## src/rtl/arbiter_pkg.sv

```systemverilog
// Shared NoC arbiter definitions: port indices, widths, FSM states and the index rotation helper.
package arbiter_pkg;

    localparam int unsigned NPORTS = 5;
    localparam int unsigned IDX_W  = 3;

    localparam logic [IDX_W-1:0] P_LOCAL = 3'd0;
    localparam logic [IDX_W-1:0] P_NORTH = 3'd1;
    localparam logic [IDX_W-1:0] P_EAST  = 3'd2;
    localparam logic [IDX_W-1:0] P_SOUTH = 3'd3;
    localparam logic [IDX_W-1:0] P_WEST  = 3'd4;

    // West was "last served" after reset, so Local heads the priority order
    localparam logic [IDX_W-1:0] RST_LAST = P_WEST;

    typedef enum logic [0:0] {
        IDLE  = 1'b0,
        GRANT = 1'b1
    } arb_state_t;

    // Advance a port index by one, wrapping 4 -> 0 so only 0..4 ever appear
    function automatic logic [IDX_W-1:0] next_idx(input logic [IDX_W-1:0] idx);
        return (idx == P_WEST) ? P_LOCAL : IDX_W'(idx + IDX_W'(1));
    endfunction

endpackage

```

## src/rtl/rr_priority_sel.sv

```systemverilog
// Combinational round-robin selector: first set request scanning from the port after last.
module rr_priority_sel
    import arbiter_pkg::*;
(
    input  logic [NPORTS-1:0] req,
    input  logic [IDX_W-1:0]  last,
    output logic              any,
    output logic [IDX_W-1:0]  sel_idx,
    output logic [NPORTS-1:0] sel_onehot
);

    logic [IDX_W-1:0] w_cur;

    always_comb begin
        any        = 1'b0;
        sel_idx    = '0;
        sel_onehot = '0;
        w_cur      = last;
        // last itself is visited on the fifth step, so it wins only as sole requester
        for (int k = 0; k < NPORTS; k++) begin
            w_cur = next_idx(w_cur);
            if (!any && req[w_cur]) begin
                any     = 1'b1;
                sel_idx = w_cur;
            end
        end
        if (any) begin
            sel_onehot = NPORTS'(1) << sel_idx;
        end
    end

endmodule

```

## src/rtl/rr_packet_arbiter.sv

```systemverilog
// Round-robin packet arbiter for one NoC output port; holds a grant from header to tail.
module rr_packet_arbiter
    import arbiter_pkg::*;
(
    input  logic              clk,
    input  logic              rst,
    input  logic [NPORTS-1:0] req,
    input  logic              xfer,
    input  logic              tail,
    output logic [NPORTS-1:0] gnt,
    output logic [IDX_W-1:0]  gnt_idx,
    output logic              busy,
    output logic              proto_err
);

    arb_state_t        r_state;
    logic [NPORTS-1:0] r_gnt;
    logic [IDX_W-1:0]  r_gnt_idx;
    logic [IDX_W-1:0]  r_last;
    logic              r_busy;
    logic              r_proto_err;

    arb_state_t        w_state_nxt;
    logic [NPORTS-1:0] w_gnt_nxt;
    logic [IDX_W-1:0]  w_gnt_idx_nxt;
    logic [IDX_W-1:0]  w_last_nxt;
    logic              w_busy_nxt;

    logic [IDX_W-1:0]  w_last_arb;
    logic              w_release;
    logic              w_any;
    logic [IDX_W-1:0]  w_sel_idx;
    logic [NPORTS-1:0] w_sel_onehot;

    // On release the current port is already treated as last served, so re-arbitration needs no bubble
    assign w_last_arb = (r_state == GRANT) ? r_gnt_idx : r_last;
    assign w_release  = (xfer && tail) || !req[r_gnt_idx];

    rr_priority_sel u_sel (
        .req        (req),
        .last       (w_last_arb),
        .any        (w_any),
        .sel_idx    (w_sel_idx),
        .sel_onehot (w_sel_onehot)
    );

    always_ff @(posedge clk or posedge rst) begin
        if (rst) begin
            r_state     <= IDLE;
            r_gnt       <= '0;
            r_gnt_idx   <= '0;
            r_last      <= RST_LAST;
            r_busy      <= 1'b0;
            r_proto_err <= 1'b0;
        end else begin
            r_state     <= w_state_nxt;
            r_gnt       <= w_gnt_nxt;
            r_gnt_idx   <= w_gnt_idx_nxt;
            r_last      <= w_last_nxt;
            r_busy      <= w_busy_nxt;
            r_proto_err <= r_proto_err || (xfer && (r_state == IDLE));
        end
    end

    always_comb begin
        w_state_nxt   = r_state;
        w_gnt_nxt     = r_gnt;
        w_gnt_idx_nxt = r_gnt_idx;
        w_last_nxt    = r_last;
        w_busy_nxt    = r_busy;
        case (r_state)
            IDLE: begin
                if (w_any) begin
                    w_state_nxt   = GRANT;
                    w_gnt_nxt     = w_sel_onehot;
                    w_gnt_idx_nxt = w_sel_idx;
                    w_busy_nxt    = 1'b1;
                end
            end
            GRANT: begin
                // Tail and abort share one path: both mark the port served
                if (w_release) begin
                    w_last_nxt = r_gnt_idx;
                    if (w_any) begin
                        w_gnt_nxt     = w_sel_onehot;
                        w_gnt_idx_nxt = w_sel_idx;
                    end else begin
                        w_state_nxt = IDLE;
                        w_gnt_nxt   = '0;
                        w_busy_nxt  = 1'b0;
                    end
                end
            end
            default: begin
                w_state_nxt = IDLE;
                w_gnt_nxt   = '0;
                w_busy_nxt  = 1'b0;
            end
        endcase
    end

    assign gnt       = r_gnt;
    assign gnt_idx   = r_gnt_idx;
    assign busy      = r_busy;
    assign proto_err = r_proto_err;

endmodule

```

## config.mk

```make
export PLATFORM = sky130hd
export DESIGN_NAME = rr_packet_arbiter
export DESIGN_NICKNAME = d
export VERILOG_FILES = /design/src/rtl/arbiter_pkg.sv /design/src/rtl/rr_priority_sel.sv /design/src/rtl/rr_packet_arbiter.sv
export SDC_FILE = /design/constraint.sdc
export NUM_CORES = 1
export LEC_CHECK = 0
export CORE_UTILIZATION = 39
export DETAILED_ROUTE_END_ITERATION = 8
export SYNTH_ARGS = -nofsm -noshare
export SYNTH_HDL_FRONTEND = slang
export SYNTH_SLANG_ARGS = --single-unit
```

## constraint.sdc

```tcl
create_clock -name clk -period 7.1 [get_ports clk]
set_clock_uncertainty 0.05 [all_clocks]
set_input_delay 1.065 -clock clk [delete_from_list [all_inputs] [get_ports clk]]
set_output_delay 1.065 -clock clk [all_outputs]
set_load 0.02 [all_outputs]
```

Word-level counts from Yosys, hierarchy flattened:

Index checks and enable logic that the tools add are counted.

* register bits after elaboration: 14
* input bits: 9
* output and inout port bits: 10
* logic and storage cells: 85

* add/sub/neg operators: 5
* magnitude comparators: 6
* equal/unequal tests: 8
* shifts and indexed selects: 1
* mux-type cells: 42
* bitwise operators: 1
* reduce and logical (&&, ||, !) cells: 16

Operators by type and width (count)
* $mux 3: 13
* $lt 3x4->1 const B: 6
* $bmux 1 s3: 6
* $mux 1: 16
* $add 3x1->3 const B: 5
* $eq 3x3->1 const B: 5
* $mux 5: 3
* $pmux 5 s2: 1
* $logic_and 1x1->1: 6
* $pmux 3 s2: 1
* $logic_not 1->1: 5
* $shl 1x3->5 const A: 1
* $ne 2x1->1 const B: 2
* $pmux 1 s2: 2
* $reduce_and 2->1: 2
* $reduce_and 3->1: 1
* $logic_or 1x1->1: 2
* $ne 2x2->1 const B: 1
* $not 1->1: 1

Logic depth before layout (Yosys ltp):

Gate-level depths: netlist (run 1).

* depth in word-level cells: 22
* mapped depth: 20
* mapped depth without buffers: 19

By module:

From an unflattened synthesis (run 1), not the netlist that was laid out.

* cell total of the unflattened synthesis: 187
* area, all modules: 1714.1 µm²

By module, submodules not included
* rr_priority_sel: instances 1, cells an instance 136, area an instance 1042.2 µm², seq. area each 0.0 µm²
* rr_packet_arbiter: instances 1, cells an instance 51, area an instance 671.9 µm², seq. area each 351.6 µm²

Least setup slack after synthesis (run 1):

OpenSTA, ideal clock, no wires.

* kind: register to register
* from: register r_gnt_idx[0] (netlist: gnt_idx[0])
* to: register r_gnt[0] (netlist: gnt[0])
* setup time: 0.120 ns
* arrival time: 4.816 ns
* required time: 6.930 ns
* setup slack: 2.114 ns
* stages on the path, launching flop included: 20
* path buffers: 0
* clock period less this slack: 4.986 ns
* cell sequence: dfrtp_1 > mux2i_4 > ha_1 > a21boi_0 > inv_1 > ha_1 > and2_1 > mux2i_2 > and2_1 > inv_1 > ha_1 > or4_2 > a21oi_1 > mux2_4 > nor4_1 > a2111oi_1 > o22ai_1 > nand2_1 > mux2_2 > a41o_1

* word-level cells in the longest chain between the ends: 22
* elaborated cells on any way between the ends: 56
* classes of those cells: 5 x add/sub; 7 x eq/ne; 1 x shift; 32 x mux; 11 x reduce/logical

RTL lines
* from (decl): RTL line rr_packet_arbiter.sv:18 `logic [IDX_W-1:0] r_gnt_idx;`
* from (signal assigned): RTL line rr_packet_arbiter.sv:58 `r_gnt_idx <= w_gnt_idx_nxt;`
* parallel branches: the longest is 22 deep, another holds $add 3x1->3
* to (signal assigned): RTL line rr_packet_arbiter.sv:57 `r_gnt <= w_gnt_nxt;`
* to (decl): RTL line rr_packet_arbiter.sv:17 `logic [NPORTS-1:0] r_gnt;`

Parallel ways; which one is timed is not known. The select of a mux whose other input is x is not followed.
A chain may end at the register's enable or synchronous reset.

Worst setup path after layout (run 1):

* from: register r_state
* to: register r_gnt[3] (netlist: gnt[3])

* word-level cells in the longest chain between the ends: 22
* elaborated cells on any way between the ends: 53
* classes of those cells: 5 x add/sub; 7 x eq/ne; 1 x shift; 30 x mux; 1 x bitwise; 9 x reduce/logical

RTL lines
* from (decl): RTL line rr_packet_arbiter.sv:16 `arb_state_t r_state;`
* from (signal assigned): RTL line rr_packet_arbiter.sv:56 `r_state <= w_state_nxt;`
* parallel branches: the longest is 22 deep, another holds $add 3x1->3

Parallel ways; which one is timed is not known. The select of a mux whose other input is x is not followed.

==> metrics.json, run 1 <==
{
  "clockBufferDepth": {"value": 2},
  "ys_top_cells_by_area": {"value": "dfrtp_1 19%, mux2i_1 6.4%, ha_1 4.4%"},
  "synth_commonest_cells": {"value": "16 x inv_1, 15 x nand2_1, 13 x dfrtp_1"},
  "area.growth.synth_to_final": {"value": 15.4, "unit": "%"},
  "route.antenna.remaining_nets": {"value": 0},
  "floorplan.die_area": {"value": 4680, "unit": "um2"},
  "crit_path_max_fanout": {"value": 8},
  "synth-seq-cells": {"value": 14},
  "crit_family": {"value": "compound AO/OA/AOI/OAI gates"},
  "cts_hold_buffers": {"value": 0},
  "synth-warning-count": {"value": 0},
  "synth_area": {"value": 1720, "unit": "um2"},
  "report.final.slew_viol_count": {"value": 0},
  "synth_area_per_cell": {"value": 9.00, "unit": "um2"},
  "setup_viol_count_final": {"value": 0},
  "worst-path-buf-inv": {"value": 1},
  "via_per_inst": {"value": 6.21},
  "placement.setup.worst_slack": {"value": 1.42, "unit": "ns"},
  "layout.nets": {"value": 226},
  "ios": {"value": 19},
  "critPathArrivalTime": {"value": 5.81, "unit": "ns"},
  "layout-drive-gt1-share": {"value": 20.5, "unit": "%"},
  "synth_largest_area_cell": {"value": "dfrtp_1"},
  "grt_antenna_before_repair": {"value": 0},
  "max-slew-margin-rel": {"value": 56.9, "unit": "%"},
  "final_core_utilization": {"value": 48.2, "unit": "%"},
  "io_buffer_count": {"value": 18},
  "floorplan.rows": {"value": 23},
  "post_synth_num_cell_types": {"value": 68},
  "post-synth-top-count-cell": {"value": "inv_1"},
  "instances_no_fill": {"value": 260},
  "fin_crit_sh": {"value": 80.9, "unit": "%"},
  "worstSetupPathType": {"value": "reg2reg"},
  "dominantRegCellSynth": {"value": "dfrtp_1"},
  "critical_path.slowest_cell": {"value": "or4_2"},
  "wirelength": {"value": 4.44, "unit": "mm"},
  "setup.worst_path.start_class": {"value": "register"},
  "globalRouteOverflowTotal": {"value": 0},
  "tightest_slew": {"value": 0.646, "unit": "ns"},
  "worst_setup_hold_path_clk_slew": {"value": 0.06, "unit": "ns"},
  "detail_route.first_pass.iterations": {"value": 4},
  "worst_hold_path_type": {"value": "reg2reg"},
  "dp_cells": {"value": 256},
  "timing.critical_path.cells": {"value": "mux2i_1 -> ha_1 -> a21boi_0 -> inv_1 -> ha_1 -> nor3b_1 -> mux2i_2 -> and2_1 -> ha_1 -> or4_2 -> a21oi_1 -> mux2_4 -> nor4_1 -> a2111oi_1 -> o22ai_1 -> a32o_1 -> nor3b_4 -> o32ai_1"},
  "die_height": {"value": 68.4, "unit": "um"},
  "status": {"value": "finished, final reports clean"},
  "cts_tree": {"value": "yes"},
  "grt_start_max_net_pins": {"value": 15},
  "globalplace.congestion": {"value": 0.919},
  "crit_path_max_incr_delay": {"value": 0.63, "unit": "ns"},
  "critPathCaptureType": {"value": "register"},
  "cts_max_level": {"value": 1},
  "drcViolationCount": {"value": 0},
  "max_clock_freq": {"value": 174, "unit": "MHz"},
  "max-cap-violations": {"value": 0},
  "finalHoldViolCount": {"value": 0},
  "die_width": {"value": 68.4, "unit": "um"},
  "asyncSetResetFlopFracSynth": {"value": 100, "unit": "%"},
  "detail_route.iter0.violations": {"value": 103},
  "cts-resized-gates": {"value": 0},
  "first_global_vias": {"value": 1531},
  "floorplan.initialDensity": {"value": 41.8, "unit": "%"},
  "portion_of_the_post_synthesis_area_used_by_sequential_elements": {"value": 20.5, "unit": "%"},
  "vias": {"value": 1614},
  "grt.total_usage": {"value": 21.8, "unit": "%"},
  "setup_repair_after_global_routing_missed_its_margin": {"value": "false"},
  "core": {"value": 4120, "unit": "um2"},
  "synth_edf_count": {"value": 0},
  "routedWlPerCell": {"value": 17.1, "unit": "um"},
  "cts_post_setup_buffers_inserted": {"value": 0},
  "cts_sinks": {"value": 14},
  "fin_crit": {"value": 5.75, "unit": "ns"},
  "syn_nets": {"value": 206},
  "critPathMostFrequentCell": {"value": "ha_1"},
  "insertion_delay": {"value": 0.25, "unit": "ns"},
  "detailedPlacementHpwl": {"value": 3.44, "unit": "mm"},
  "layout_setup_ws": {"value": 1.35, "unit": "ns"},
  "grt_pass1_wl": {"value": 7.60, "unit": "mm"},
  "number_of_instances_in_the_synthesized_netlist": {"value": 191},
  "synth_top_area_share": {"value": 18.9, "unit": "%"},
  "crit_required": {"value": 7.17, "unit": "ns"},
  "final.setup.tns": {"value": 0, "unit": "ns"},
  "cts_made_buffers": {"value": 3},
  "insertedDiodeCount": {"value": 0},
  "clk_root_buffer_cell": {"value": "clkbuf_8"}
}
[cells in the final DEF, fill, tap and decap left out, drive strengths merged, types with 5 or more instances in the layout]
| master | n |
|---|---|
| a21oi | 10 |
| a31oi | 6 |
| clkdlybuf4s50 | 18 |
| dfrtp | 13 |
| ha | 6 |
| inv | 18 |
| mux2 | 9 |
| mux2i | 14 |
| nand2 | 15 |
| nand3 | 9 |
| nor2 | 11 |
| nor3 | 5 |
| o21ai | 5 |
| o22ai | 5 |
[cell families (layout without fill, tap and decap cells)]
kind of cell    Yosys count  after routing  share of synthesized area (%)
buf+inv                  22             41                           6.70
mux                      24             24                           17.4
compound gates           59             59                           28.0
flops                    14             14                           20.5
simple gates             64             64                           22.1
xor+xnor                  2              2                           1.02
fa+ha+maj                 6              6                           4.37
[registers in the layout, indices dropped and copies added (netlist names)]
register and cells:
gnt 5, gnt_idx 3, r_last 3, busy 1, proto_err 1, r_state 1
[final cells by class]
cell class	count	area (um2)
flip-flops and latches	14	352
inverters	18	75.1
multi-input cells	155	1250
clock buffers	4	55.1
repair buffers	19	188
well taps	50	62.6
fillers	397	2130
[metal layers]
layer / global-route usage [%] / up-vias / wire, um
li1: - / 774 / -
met1: 32.6 / 770 / 2210
met2: 32.4 / 60 / 1890
met3: 3.33 / 10 / 274
met4: 5.21 / 0 / 62
met5: 0 / - / 0
[worst paths after layout]
path / from / endpoint / slack (ns) / cells after the start
worst max register to register: r_state / gnt[3] / 1.35 / 18
max in group asynchronous: rst / r_last[2] / 5.52 / 2
min in group asynchronous: rst / gnt_idx[0] / 1.10 / 2
worst min-delay path: proto_err / proto_err / 0.41 / 1
worst max-delay path: r_state / gnt[3] / 1.35 / 18
worst min register to register: proto_err / proto_err / 0.41 / 1
[metrics by stage]
stage | instance area, um2 | hold WS (ns)
global placement | 1930 | 0.396
floorplan | 1720 | 0.429
finish | 1980 | 0.407
CTS | 1980 | 0.413
detailed placement | 1930 | 0.396
global route | 1980 | 0.422
Power of run 1 is left out: the tool's default activity adds up to more than one toggle a clock period on the data nets, which glitch-free logic cannot reach.
==> run 2, diff against run 1 <==
- clock period: 7.1 -> 4.7 ns (I/O delays scaled with it)
==> metrics.json, run 2 (synthesis results as in run 1) <==
{
  "most_frequent_cells_in_the_layout": {"value": "39 x buf_4, 18 x clkdlybuf4s50_1, 15 x inv_1, 15 x nand2_1"},
  "insertion_delay": {"value": 0.25, "unit": "ns", "change": "about the same"},
  "fin_crit_sh": {"value": 97.1, "unit": "%", "change": "+16 points"},
  "floorplan.die_area": {"value": 4680, "unit": "um2", "change": "unchanged"},
  "cell_depth_of_the_worst_hold_path": {"value": 1, "change": "unchanged"},
  "max-slew-margin-rel": {"value": 49.1, "unit": "%", "change": "-7.8 points"},
  "top_signal_layer_used": {"value": "met4"},
  "grt_pass1_wl": {"value": 7.75, "unit": "mm", "change": "+2.0%"},
  "cts_sinks": {"value": 14, "change": "unchanged"},
  "critPathArrivalTime": {"value": 4.65, "unit": "ns", "change": "-1.16 ns"},
  "final_core_utilization": {"value": 60.0, "unit": "%", "change": "+12 points"},
  "grt_antenna_before_repair": {"value": 0, "change": "unchanged"},
  "globalRouteOverflowTotal": {"value": 0, "change": "unchanged"},
  "floorplan.initialDensity": {"value": 41.8, "unit": "%", "change": "unchanged"},
  "layout.nets": {"value": 264, "change": "+17%"},
  "worstSetupPathType": {"value": "reg2reg"},
  "io_buffer_count": {"value": 18, "change": "unchanged"},
  "critPathCaptureType": {"value": "register"},
  "core": {"value": 4120, "unit": "um2", "change": "unchanged"},
  "via_per_inst": {"value": 5.84, "change": "-5.9%"},
  "worst_setup_hold_path_clk_slew": {"value": 0.06, "unit": "ns", "change": "about the same"},
  "layout.cells.most_common": {"value": "buf_4"},
  "drcViolationCount": {"value": 0, "change": "unchanged"},
  "setup_viol_count_final": {"value": 0, "change": "unchanged"},
  "route.met3.wl": {"value": 259, "unit": "um", "change": "-5.5%"},
  "detail_route.first_pass.iterations": {"value": 4, "change": "unchanged"},
  "fin_hold_ws": {"value": 0.408, "unit": "ns", "change": "+0.000872 ns"},
  "cts_made_buffers": {"value": 3, "change": "unchanged"},
  "grt.total_usage": {"value": 22.0, "unit": "%", "change": "+0.11 points"},
  "layout-drive-gt1-share": {"value": 41.5, "unit": "%", "change": "+21 points"},
  "routedWlPerCell": {"value": 17.2, "unit": "um", "change": "+0.51%"},
  "fin_crit": {"value": 4.56, "unit": "ns", "change": "-1.18 ns"},
  "cts_max_level": {"value": 1, "change": "unchanged"},
  "die_width": {"value": 68.4, "unit": "um", "change": "unchanged"},
  "crit_required": {"value": 4.79, "unit": "ns", "change": "-2.38 ns"},
  "tightest_slew": {"value": 0.743, "unit": "ns", "change": "+0.0969 ns"},
  "detail_route.iter0.violations": {"value": 115, "change": "+12%"},
  "finalHoldViolCount": {"value": 0, "change": "unchanged"},
  "area.growth.synth_to_final": {"value": 43.7, "unit": "%"},
  "vias": {"value": 1741, "change": "+7.9%"},
  "reg2regPathDepth": {"value": 21, "change": "+3"},
  "report.final.slew_viol_count": {"value": 0, "change": "unchanged"},
  "largest_reg_flops": {"value": 5, "change": "unchanged"},
  "dp_cells": {"value": 285, "change": "+11%"},
  "route.antenna.remaining_nets": {"value": 0, "change": "unchanged"},
  "placement.setup.worst_slack": {"value": -0.121, "unit": "ns", "change": "-1.54 ns"},
  "num-fill-cells": {"value": 337, "change": "-15%"},
  "met1_length": {"value": 2.41, "unit": "mm", "change": "+8.9%"},
  "globalplace.congestion": {"value": 0.876, "change": "-4.7%"},
  "clockBufferDepth": {"value": 2, "change": "unchanged"},
  "insertedDiodeCount": {"value": 0, "change": "unchanged"},
  "worst_hold_path_type": {"value": "reg2reg"},
  "grt_start_max_net_pins": {"value": 15, "change": "unchanged"},
  "cts_hold_buffers": {"value": 0, "change": "unchanged"},
  "floorplan.rows": {"value": 23, "change": "unchanged"},
  "instances_no_fill": {"value": 298, "change": "+15%"},
  "cts_tree": {"value": "yes"},
  "max-cap-violations": {"value": 0, "change": "unchanged"},
  "clk_root_buffer_cell": {"value": "clkbuf_8"},
  "max_clock_freq": {"value": 219, "unit": "MHz", "change": "+26%"},
  "detailedPlacementHpwl": {"value": 3.78, "unit": "mm", "change": "+9.8%"},
  "layout_setup_ws": {"value": 0.135, "unit": "ns", "change": "-1.22 ns"},
  "die_height": {"value": 68.4, "unit": "um", "change": "unchanged"},
  "wirelength": {"value": 5.12, "unit": "mm", "change": "+15%"},
  "crit_path_max_fanout": {"value": 7, "change": "-1"},
  "ios": {"value": 19, "change": "unchanged"},
  "wl_met2": {"value": 2.38, "unit": "mm", "change": "+26%"},
  "status": {"value": "finished, final reports clean"},
  "setup.worst_path.start_class": {"value": "register"},
  "first_global_vias": {"value": 1642, "change": "+7.3%"}
}
## run 2: cell types whose count changed in the layout (fill, tap and decap cells not counted), sizes merged
cell	change
buf	+38
## run 2: path summary, 6_finish.rpt
| check | slack (ns) | from | to |
|---|---|---|---|
| hold / removal | 0.41 | proto_err | proto_err |
| hold reg to reg | 0.41 | proto_err | proto_err |
| max in group asynchronous | 3.52 | rst | r_state |
| setup / recovery | 0.14 | r_state | gnt[0] |
| setup reg to reg | 0.14 | r_state | gnt[0] |
| min in group asynchronous | 0.72 | rst | r_last[0] |
## run 2: per-stage QoR
step           setup TNS (ns)  instance area (um2)
2_1_floorplan               0                 1770
3_3_place_gp          -0.0279                 2200
3_5_place_dp           -0.730                 2200
4_1_cts                     0                 2310
5_1_grt               -0.0672                 2470
6_report                    0                 2470
## run 2: area by class of cell
class | instances | area, um2 | area share [%]
repair buffers | 57 | 473 | 19.1
flip-flops and latches | 14 | 355 | 14.4
well taps | 50 | 62.6 | 2.53
inverters | 18 | 75.1 | 3.04
multi-input cells | 155 | 1450 | 58.7
clock buffers | 4 | 55.1 | 2.23
## run 2: worst max-delay path, cell delays in order (launching register included)
cell	delay, ns
dfrtp_2	0.47
mux2i_4	0.22
ha_4	0.28
a21boi_4	0.18
inv_2	0.07
ha_4	0.16
nor3b_4	0.15
mux2_4	0.31
nor2_4	0.09
inv_1	0.05
ha_2	0.20
or4_4	0.43
a21oi_2	0.15
mux2_4	0.22
mux2_4	0.22
a2111oi_4	0.08
buf_4	0.16
buf_4	0.13
o22a_4	0.22
a31oi_4	0.20
and2b_4	0.21
a41o_1	0.19
## run 2: metal layers
| metal | global-route usage (%) | vias up |
|---|---|---|
| met1 | 31.9 | 831 |
| li1 | - | 844 |
| met2 | 34.1 | 57 |
| met3 | 3.00 | 9 |
| met4 | 4.43 | 0 |
| met5 | 0 | - |
## run 2: timing repair
item,4_1_cts,5_1_grt
buffers inserted,3,6
cloned,0,0
hold endpoints to repair,0,0
resized for setup,7,20
pin swaps,5,11
endpoints found under the setup margin,8,9
Power of run 2 is left out for the same reason.
==> run 3, diff against run 2 <==
- CORE_UTILIZATION: 39 -> 24
==> metrics.json, run 3 (synthesis results as in run 1) <==
{
  "detailedPlacementHpwl": {"value": 3.76, "unit": "mm", "change": "-0.67%"},
  "max-cap-violations": {"value": 0, "change": "unchanged"},
  "rr_startpoint": {"value": "r_state"},
  "area.growth.synth_to_final": {"value": 43.7, "unit": "%", "change": "about the same"},
  "worst_hold_path_type": {"value": "reg2reg"},
  "detail_route.first_pass.iterations": {"value": 4, "change": "unchanged"},
  "instances_no_fill": {"value": 338, "change": "+13%"},
  "vias": {"value": 1660, "change": "-4.7%"},
  "worstSetupPathType": {"value": "reg2reg"},
  "fin_crit_sh": {"value": 95.8, "unit": "%", "change": "-1.3 points"},
  "floorplan.die_area": {"value": 7510, "unit": "um2", "change": "+60%"},
  "layout.cells.most_common": {"value": "buf_4"},
  "cts_tree": {"value": "yes"},
  "wirelength": {"value": 4.83, "unit": "mm", "change": "-5.5%"},
  "crit_path_max_fanout": {"value": 5, "change": "-2"},
  "insertion_delay": {"value": 0.25, "unit": "ns", "change": "about the same"},
  "ios": {"value": 19, "change": "unchanged"},
  "layout.nets": {"value": 258, "change": "-2.3%"},
  "floorplan.rows": {"value": 30, "change": "+30%"},
  "fin_hold_ws": {"value": 0.408, "unit": "ns", "change": "+0.000350 ns"},
  "setup_viol_count_final": {"value": 0, "change": "unchanged"},
  "status": {"value": "finished, final reports clean"},
  "cts_made_buffers": {"value": 3, "change": "unchanged"},
  "cts_sinks": {"value": 14, "change": "unchanged"},
  "most_frequent_cells_in_the_layout": {"value": "32 x buf_4, 18 x clkdlybuf4s50_1, 15 x inv_1, 15 x nand2_1"},
  "setup.worst_path.start_class": {"value": "register"},
  "die_width": {"value": 86.6, "unit": "um", "change": "+27%"},
  "first_global_vias": {"value": 1639, "change": "-0.18%"},
  "largest_reg_flops": {"value": 5, "change": "unchanged"},
  "r2r-end": {"value": "gnt_idx[1]"},
  "globalplace.congestion": {"value": 0.869, "change": "-0.72%"},
  "critPathArrivalTime": {"value": 4.59, "unit": "ns", "change": "-0.06 ns"},
  "worst_setup_hold_path_clk_slew": {"value": 0.06, "unit": "ns", "change": "about the same"},
  "final_core_utilization": {"value": 36.0, "unit": "%", "change": "-24 points"},
  "grtUsageMet2": {"value": 21.9, "unit": "%", "change": "-12 points"},
  "finalHoldViolCount": {"value": 0, "change": "unchanged"},
  "met3_routing_resource_usage_after_global_routing": {"value": 2.10, "unit": "%", "change": "-0.90 points"},
  "clockBufferDepth": {"value": 2, "change": "unchanged"},
  "reg2regPathDepth": {"value": 21, "change": "unchanged"},
  "gr-max-usage-layer": {"value": "met2"},
  "layout-drive-gt1-share": {"value": 40.5, "unit": "%", "change": "-1.0 points"},
  "hold_path.startpoint": {"value": "proto_err"},
  "grt.total_usage": {"value": 13.3, "unit": "%", "change": "-8.6 points"},
  "detail_route.iter0.violations": {"value": 139, "change": "+21%"},
  "critPathCaptureType": {"value": "register"},
  "globalRouteOverflowTotal": {"value": 0, "change": "unchanged"},
  "gr-usage-met1": {"value": 18.8, "unit": "%", "change": "-13 points"},
  "crit_required": {"value": 4.78, "unit": "ns", "change": "about the same"},
  "drcViolationCount": {"value": 0, "change": "unchanged"},
  "via_per_inst": {"value": 4.91, "change": "-16%"},
  "grt_pass1_wl": {"value": 8.05, "unit": "mm", "change": "+3.9%"},
  "report.final.slew_viol_count": {"value": 0, "change": "unchanged"},
  "grt_start_max_net_pins": {"value": 15, "change": "unchanged"},
  "io_buffer_count": {"value": 18, "change": "unchanged"},
  "die_height": {"value": 86.6, "unit": "um", "change": "+27%"},
  "timing.hold.worst_endpoint": {"value": "proto_err"},
  "grt_antenna_before_repair": {"value": 0, "change": "unchanged"},
  "floorplan.initialDensity": {"value": 25.0, "unit": "%", "change": "-17 points"},
  "worst-r2r-setup-slack": {"value": 0.20, "unit": "ns", "change": "+0.06 ns"},
  "max-slew-margin-rel": {"value": 58.9, "unit": "%", "change": "+9.8 points"},
  "tightest_slew": {"value": 0.612, "unit": "ns", "change": "-0.131 ns"},
  "cell_depth_of_the_worst_hold_path": {"value": 1, "change": "unchanged"},
  "core": {"value": 6870, "unit": "um2", "change": "+67%"},
  "dp_cells": {"value": 333, "change": "+17%"},
  "fin_crit": {"value": 4.50, "unit": "ns", "change": "-0.0630 ns"},
  "cts_max_level": {"value": 1, "change": "unchanged"},
  "clk_root_buffer_cell": {"value": "clkbuf_8"},
  "route.antenna.remaining_nets": {"value": 0, "change": "unchanged"},
  "insertedDiodeCount": {"value": 0, "change": "unchanged"},
  "final.setup.tns": {"value": 0, "unit": "ns", "change": "unchanged"},
  "routedWlPerCell": {"value": 14.3, "unit": "um", "change": "-17%"},
  "max_clock_freq": {"value": 222, "unit": "MHz", "change": "+1.4%"}
}
## run 3: what timing repair did
| action | in CTS | in global routing |
|---|---|---|
| hold buffers | 0 | 0 |
| setup buffers | 0 | 1 |
| resized for setup | 5 | 23 |
| setup endpoints to repair | 8 | 9 |
| pin swaps | 9 | 8 |
## run 3: area by class of cell
cell class                 count  area, um2
fill                         689       4400
clock buffer                   4       45.0
sequential                    14        355
inverter                      18       75.1
timing repair buffer          51        432
tap                           96        120
multi-input combinational    155       1440
## run 3: worst max path at each step
stage | from | end | slack, ns | cells after the start
after floorplan | r_state | gnt[0] | 0.003 | 19
after detailed placement | r_state | gnt[1] | -0.1 | 20
after global routing | r_state | gnt_idx[1] | -0.009 | 22
final | r_state | gnt_idx[1] | 0.20 | 21
after CTS | r_state | gnt[0] | 0.03 | 20
after global placement | r_state | gnt[3] | 0.007 | 20
## run 3: metrics by stage
step	worst slack (ns)	instance area [um2]
6_report	0.198	2470
5_1_grt	-0.00894	2470
4_1_cts	0.0305	2330
3_5_place_dp	-0.0982	2270
3_3_place_gp	0.00692	2270
2_1_floorplan	0.00339	1770
## run 3: worst max-delay path, stage by stage, from the launching register on
cell and delay (ns):
dfrtp_2 0.46, mux2i_4 0.22, ha_4 0.27, a21boi_4 0.18, inv_2 0.07, ha_4 0.16
and2_4 0.16, mux2_2 0.30, nor2_4 0.12, inv_1 0.05, ha_2 0.19, buf_4 0.13
inv_1 0.08, o211ai_2 0.12, o211a_1 0.24, nor3_1 0.54, a2111oi_4 0.14, o22a_2 0.28
a21oi_2 0.22, o211ai_1 0.13, buf_4 0.18, o21a_1 0.10
## run 3: routing by layer
layer,routed length (um),vias to the layer above
met1,2300,788
met3,227,4
li1,-,829
met5,0,-
met4,23,0
met2,2290,39
Power of run 3 is left out for the same reason.
